--- config.mk ---
export PLATFORM = sky130hd
export DESIGN_NAME = shifter_4bit_flat
export DESIGN_NICKNAME = d
export VERILOG_FILES = /design/src/rtl/shifter_4bit_if.sv /design/src/rtl/shifter_4bit.sv /design/src/flat_wrapper.sv
export SDC_FILE = /design/constraint.sdc
export NUM_CORES = 1
export LEC_CHECK = 0
export CAP_MARGIN = 20
export CORE_AREA = 10 10 47 49
export CTS_BUF_LIST = sky130_fd_sc_hd__clkbuf_8
export DETAILED_ROUTE_END_ITERATION = 8
export DIE_AREA = 0 0 57 59
export HOLD_SLACK_MARGIN = 0.02
export PLACE_DENSITY = 0.44
export SLEW_MARGIN = 10
export SYNTH_ARGS = -nofsm -noshare
export SYNTH_HDL_FRONTEND = slang
export SYNTH_SLANG_ARGS = --single-unit
--- constraint.sdc ---
create_clock -name clk -period 1 [get_ports clk]
set_clock_uncertainty 0.1 [all_clocks]
set_input_delay 0.2 -clock clk [delete_from_list [all_inputs] [get_ports clk]]
set_output_delay 0.2 -clock clk [all_outputs]
set_load 0.1 [all_outputs]
--- src/rtl/shifter_4bit_if.sv ---
// Bus bundle for shifter_4bit: parallel load word, load select, serial in, register out.
// The optional serial-out bit is present only when SHIFTER_4BIT_SOUT_EN is defined.
// master drives the controls and observes Q; slave is the shift register itself.
interface shifter_4bit_if #(
    parameter int WIDTH = 4
);
    logic [WIDTH-1:0] R;     // parallel load data
    logic             L;     // 1 = parallel load, 0 = shift right
    logic             w;     // serial data in, enters the MSB
    logic [WIDTH-1:0] Q;     // register contents
`ifdef SHIFTER_4BIT_SOUT_EN
    logic             sout;  // bit shifted out, registered

    modport master (output R, output L, output w, input Q, input sout);
    modport slave  (input R, input L, input w, output Q, output sout);
`else
    modport master (output R, output L, output w, input Q);
    modport slave  (input R, input L, input w, output Q);
`endif
endinterface

--- src/rtl/shifter_4bit.sv ---
// Parallel-load / serial-in right shift register, WIDTH bits (default 4); optional
// registered serial output enabled by defining SHIFTER_4BIT_SOUT_EN.
// Latency: one clock from sampled inputs to Q; no backpressure, acts on every edge.
module shifter_4bit #(
    parameter int WIDTH = 4
) (
    input  logic              clk,
    input  logic              rst,
    shifter_4bit_if.slave     bus
);

    logic [WIDTH-1:0] r_q;
    logic [WIDTH-1:0] w_next_q;

    // Next-state select: load wins over shift; reset is applied in the flop block.
    always_comb begin
        w_next_q = r_q;
        if (bus.L) begin
            w_next_q = bus.R;
        end else begin
            w_next_q = {bus.w, r_q[WIDTH-1:1]};
        end
    end

    // Main register with synchronous active-high clear taking priority over everything.
    always_ff @(posedge clk) begin
        if (rst) begin
            r_q <= '0;
        end else begin
            r_q <= w_next_q;
        end
    end

    assign bus.Q = r_q;

`ifdef SHIFTER_4BIT_SOUT_EN
    logic r_sout;

    // Serial out captures the LSB leaving the register on a shift; load and reset clear it.
    always_ff @(posedge clk) begin
        if (rst) begin
            r_sout <= 1'b0;
        end else if (bus.L) begin
            r_sout <= 1'b0;
        end else begin
            r_sout <= r_q[0];
        end
    end

    assign bus.sout = r_sout;
`endif

endmodule

--- src/flat_wrapper.sv ---
// flat-port wrapper written by rule: the top's interface ports become plain ports
module shifter_4bit_flat 
#(
    parameter int WIDTH = 4
)
  (clk, rst, bus_R, bus_L, bus_w, bus_Q);
  shifter_4bit_if #(.WIDTH(WIDTH)) bus_i ();
  input  logic clk;
  input  logic rst;
  input wire logic [$bits(bus_i.R)-1:0] bus_R;
  input wire logic [$bits(bus_i.L)-1:0] bus_L;
  input wire logic [$bits(bus_i.w)-1:0] bus_w;
  output wire logic [$bits(bus_i.Q)-1:0] bus_Q;
  assign bus_i.R = bus_R;
  assign bus_i.L = bus_L;
  assign bus_i.w = bus_w;
  assign bus_Q = bus_i.Q;
  shifter_4bit #(.WIDTH(WIDTH)) u_core (.clk(clk), .rst(rst), .bus(bus_i));
endmodule
# Yosys cells after proc, flatten, opt, wreduce, memory -nomap -nowiden
# Cells that the tools add are included.
dict set report totals {
  ff_bits 4
  word_cells 2
  input_bits 8
}
dict set report op_classes {
  mux 1
}
# cell count
set op_table {}
lappend op_table {{two-way mux 4 bit} 1}

# Logic depth before layout (Yosys ltp)
# Gate-level depths: netlist (run 1).
dict set report depth {
  depth_word 1
  mapped_depth 3
}

# Worst setup path after synthesis (run 1)
# OpenSTA, ideal clock, no wires.
dict set report synth_path {
  path_type {register -> register}
  start {register u_core.r_q[1] (netlist: u_core.bus.Q[1])}
  end {register u_core.r_q[0] (netlist: u_core.bus.Q[0])}
  synth_period_minus_slack_ns 1.340
  t_required_ns 0.833
  arrival_time_ns 1.173
  setup_slack_ns -0.340
  setup_time_ns 0.067
  stages_incl_launch_ff 3
  path_cell_list {dfxtp_1 -> mux2i_1 -> nor2_1}
}
dict set report synth_via {
  elab_chain_cells 1
}
# element line_no
set synth_rtl {}
lappend synth_rtl {{start: declaration} shifter_4bit.sv:12} ;# logic [WIDTH-1:0] r_q;
lappend synth_rtl {{start signal: assignment} shifter_4bit.sv:30} ;# r_q <= w_next_q;
lappend synth_rtl {{two-way mux 4 bit} shifter_4bit.sv:18} ;# if (bus.L) begin
# No other way between the ends.
# A chain may end at the register's enable or synchronous reset.

# Worst setup path in the final report (run 1)
dict set report layout_path {
  start {register u_core.r_q[3] (netlist: u_core.bus.Q[3])}
  end {output bus_Q[3]}
}
# element line_no
set layout_lines {}
lappend layout_lines {{end: declaration} flat_wrapper.sv:13} ;# output wire logic [$bits(bus_i.Q)-1:0] bus_Q;
# No word-level cell between the ends.

==> flow_metrics.env, run 1 <==
export IMPL_run_status="finished with violations"
export IMPL_violations="negative setup slack"
export IMPL_setup_ws_ns=-0.0316
export IMPL_worst_pin_slew_ns=0.216
export IMPL_cp_top_family="flip-flops"
export IMPL_hold_class="in -> reg"
export IMPL_synth_area_leaders="dfxtp_1, mux2i_1, nor2_1, clkbuf_2"
export IMPL_largest_register_ffs=4
export IMPL_fp_coreArea_mm2=0.00140
export IMPL_slew_headroom=0.856
export IMPL_via_count=137
export IMPL_firstDrtPassIters=2
export IMPL_detail_route_vias_per_cell=3.19
export IMPL_rsz0062_at_grt="true"
export IMPL_num_antenna_cells=0
export IMPL_grt_pass1_wl_um=724
export IMPL_ys_warn_count=0
export IMPL_finalPower_mw=0.690
export IMPL_ys_seq_area_frac=0.571
export IMPL_hold_viol=0
export IMPL_final_layout_size_suffix_gt1_frac=0.407
export IMPL_cp_max_fo=2
export IMPL_die_x_um=57
export IMPL_die_h_um=59
export IMPL_dieArea_mm2=0.00336
export IMPL_setup_viol=4
export IMPL_clockBufferDepth=2
export IMPL_antenna_found_initial=0
export IMPL_netlist_area_um2=140
export IMPL_crit_path_cell_trace="buf_12"
export IMPL_grtUsageTotal=0.0320
export IMPL_grt_start_max_net_pins=5
export IMPL_synth_nets=21
export IMPL_synth_top_area_share=0.571
export IMPL_clock_latency_ns=0.22
export IMPL_grt_overflow_total=0
export IMPL_remaining_drc_errors=0
export IMPL_drtIter0Drc=1
export IMPL_period_share=1.03
export IMPL_synth_top_area_cell="dfxtp_1"
export IMPL_routedWlPerCell_um=10.5
export IMPL_ys_seq_elements=4
export IMPL_post_route_util=0.254
export IMPL_syn_avg_cell_area_um2=10.8
export IMPL_critical_path_required_ns=0.70
export IMPL_power_density_mw_per_mm2=1940
export IMPL_ys_types=4
export IMPL_path_buf_inv=1
export IMPL_cp_start_kind="flop"
export IMPL_ioPinCount=12
export IMPL_clockRootBuffer="clkbuf_8"
export IMPL_critPathMaxStageDelay_ns=0.35
export IMPL_gp_congestion=0.716
export IMPL_leakagePower_nw=0.156
export IMPL_initial_utilization=0.100
export IMPL_max_cap_violations=0
export IMPL_totalWireLength_um=452
export IMPL_crit_path_end_kind="output pin"
export IMPL_nets=36
export IMPL_critPathArrivalTime_ns=0.73
export IMPL_ant_nets=0
export IMPL_timing_setup_tns_ns=-0.105
export IMPL_cts_sinks=4
export IMPL_vdd_ir_drop_max_v=0.000445
export IMPL_maxSlewViolCount=0
export IMPL_timing_fmax_mhz=969
export IMPL_numCtsBuffers=3
export IMPL_slowest_stage="dfxtp_4"
export IMPL_syn_to_final_growth_pct=154
export IMPL_rows=14
export IMPL_htreeDepth=1
export IMPL_cts_tree="done"
export IMPL_path_clk_slew_ns=0.04
export IMPL_grt_pass1_vias=160
export IMPL_fin_crit_ns=1.03
export IMPL_port_buffers=11
export IMPL_crit_type="reg -> out"
export IMPL_postCtsHoldBufs=0
export IMPL_syn_inst=13
export IMPL_pre_cts_ws_ns=-0.281
export IMPL_final_common_cell="clkdlybuf4s50_1"
export IMPL_final_cell_mix="clkdlybuf4s50_1, mux2i_1, nor2_1, buf_12"
==> where the power goes <==
group | internal [mW] | switching [mW] | total (mW)
sequential | 0.172 | 0.00960 | 0.182
combinational | 0.0695 | 0.0912 | 0.161
clock | 0.262 | 0.0858 | 0.348
==> metal layers <==
layer / wire length (um) / vias to the layer above / GRT usage
li1: - / 70 / -
met1: 222 / 55 / 0.0332
met2: 134 / 12 / 0.0248
met3: 94 / 0 / 0.0386
met4: 0 / 0 / 0.0403
met5: 0 / - / 0
==> synthesized netlist by cell type <==
master,instances
clkbuf_2,1
dfxtp_1,4
mux2i_1,4
nor2_1,4
==> stage by stage <==
step / hold slack (ns) / area, um2 / instances
detailed placement: 0.418 / 313 / 39
global route: 0.440 / 357 / 43
floorplan: 0.163 / 148 / 13
finish: 0.409 / 357 / 43
global placement: 0.419 / 313 / 39
CTS: 0.409 / 357 / 43
==> timing repair <==
item,4_1_cts,5_1_grt
gates resized for setup,1,0
buffers inserted,0,0
endpoints found under the setup margin,8,4
hold endpoints to repair,0,0
==> cells by family (layout without fill, tap and decap cells) <==
kind of cell  after synthesis  in the layout  share of synthesized area
buf+inv                     1             15                     0.0357
flops                       4              4                      0.571
mux                         4              4                      0.286
simple gates                4              4                      0.107
==> worst paths after layout <==
check,endpoint,slack (ns),from,cells past startpoint
worst min-delay path,u_core.bus.Q[3],0.41,bus_L,3
worst min register to register,u_core.bus.Q[0],0.42,u_core.bus.Q[1],2
worst max-delay path,bus_Q[3],-0.03,u_core.bus.Q[3],1
worst max register to register,u_core.bus.Q[2],0.27,u_core.bus.Q[3],2
==> layout make-up <==
class                           count  area, um2
Clock buffer                        3       41.3
Clock inverter                      1       3.75
Sequential cell                     4       87.6
Multi-Input combinational cell      8       55.1
Tap cell                           16       20.0
Timing Repair Buffer               11        149
Fill cell                         163       1040
(Power assumes the default switching activity.)
==> inputs of run 2 (changes only) <==
Settings changed: CAP_MARGIN 20 to unset, CTS_CLUSTER_DIAMETER set to 30.
==> results of run 2 <==
No change in the layout: final DEF, timing and power equal those of run 1.
==> RTL edit, RTL diff (config.mk and constraints of run 2) <==
`WIDTH` is set to 4 in 3 places; all go to 6. Comments in the files are not updated.
--- a/src/rtl/shifter_4bit_if.sv
+++ b/src/rtl/shifter_4bit_if.sv
@@ -3,5 +3,5 @@
 // master drives the controls and observes Q; slave is the shift register itself.
 interface shifter_4bit_if #(
-    parameter int WIDTH = 4
+    parameter int WIDTH = 6
 );
     logic [WIDTH-1:0] R;     // parallel load data
--- a/src/rtl/shifter_4bit.sv
+++ b/src/rtl/shifter_4bit.sv
@@ -3,5 +3,5 @@
 // Latency: one clock from sampled inputs to Q; no backpressure, acts on every edge.
 module shifter_4bit #(
-    parameter int WIDTH = 4
+    parameter int WIDTH = 6
 ) (
     input  logic              clk,
--- a/src/flat_wrapper.sv
+++ b/src/flat_wrapper.sv
@@ -2,5 +2,5 @@
 module shifter_4bit_flat 
 #(
-    parameter int WIDTH = 4
+    parameter int WIDTH = 6
 )
   (clk, rst, bus_R, bus_L, bus_w, bus_Q);
Ports: changed (resized bus_Q and bus_R); port bits go from 12 to 16. No check against the original RTL was run, so the function may have changed too.
==> RTL edit against run 2 <==
- the run still ends with setup timing left
- area after synthesis is 53% higher
- critical endpoint is now bus_Q[5]
- final area is 40% higher
- power is 28% higher
- sequential cell count is 2 higher
- routed wire length is 42% higher
- first-iteration DRC count stayed put
- critical path type unchanged
- sequential power is 50% higher
- die area stayed put
- worst setup slack worse by 0.015 ns
==> RTL edit: results (changes against run 2) <==
- # setup viols final: 6 (was 4)
- Net count, final: 49 (was 36)
- Post-Route M1 WL: 268 um (was 222 um)
- Max reg flops: 6 (was 4)
- Syn_nets: 29 (was 21)
- Clock network area share: 0.0905 (was 0.126)
- M1 GR Usage: 0.0381 (was 0.0332)
- First-pass GRT wire length: 1040 um (was 724 um)
- Port bufs: 15 (was 11)
- TNS Setup: -0.222 ns (was -0.105 ns)
- Grt met2 use: 0.0481 (was 0.0248)
- Seq_cells: 6 (was 4)
- DR WL met2: 218 um (was 134 um)
- Placed cell areas: 450 um2 (was 313 um2)
- Violated checks: setup timing (unchanged)
- Setup WS pre-CTS: -0.306 ns (was -0.281 ns)
- Synth cell count leaders: dfxtp_1 (6), mux2i_1 (6), nor2_1 (6) (was dfxtp_1 (4), mux2i_1 (4), nor2_1 (4))
- Status: finished, violations left (unchanged)
- Top Layer Used: met4 (was met3)
- Routed length on met3: 149 um (was 94 um)
- Global-route track usage on met3: 0.0558 (was 0.0386)
- Clock Power: 0.000371 W (was 0.000348 W)
- Placer congestion estimate: 0.649 (was 0.716)
- DP Cell Count: 50 (was 39)
- Clk network pwr share: 0.421 (was 0.504)
- NetSw: 0.000259 W (was 0.000187 W)
- Routed wire length: 643 um (was 452 um)
- Cells resized by post-CTS repair: 2 (was 1)
- PnR worst setup slack: -0.0462 ns (was -0.0316 ns)
- Via count: 207 (was 137)
- Non-clock buffers: 16 (was 11)
## RTL edit: cell types whose count changed after synthesis
cell / run 2 / this run
nor2_1: 4 / 6
dfxtp_1: 4 / 6
mux2i_1: 4 / 6
clkbuf_2: 1 / 0
buf_6: 0 / 1
## RTL edit: path summary, 6_finish.rpt
path                              start                          to  slack, ns  depth (start not counted)
min reg2reg  u_core.bus.Q[1]$_SDFF_PP0_  u_core.bus.Q[0]$_SDFF_PP0_       0.41                          2
max reg2reg  u_core.bus.Q[5]$_SDFF_PP0_  u_core.bus.Q[4]$_SDFF_PP0_       0.24                          2
min                               bus_L  u_core.bus.Q[0]$_SDFF_PP0_       0.40                          4
max          u_core.bus.Q[5]$_SDFF_PP0_                    bus_Q[5]      -0.05                          1
## RTL edit: cells by family (layout without fill, tap and decap cells)
group         Yosys count  after routing  share of synthesized area
flops                   6              6                      0.561
buf+inv                 1             20                     0.0526
simple gates            6              6                      0.105
mux                     6              6                      0.281
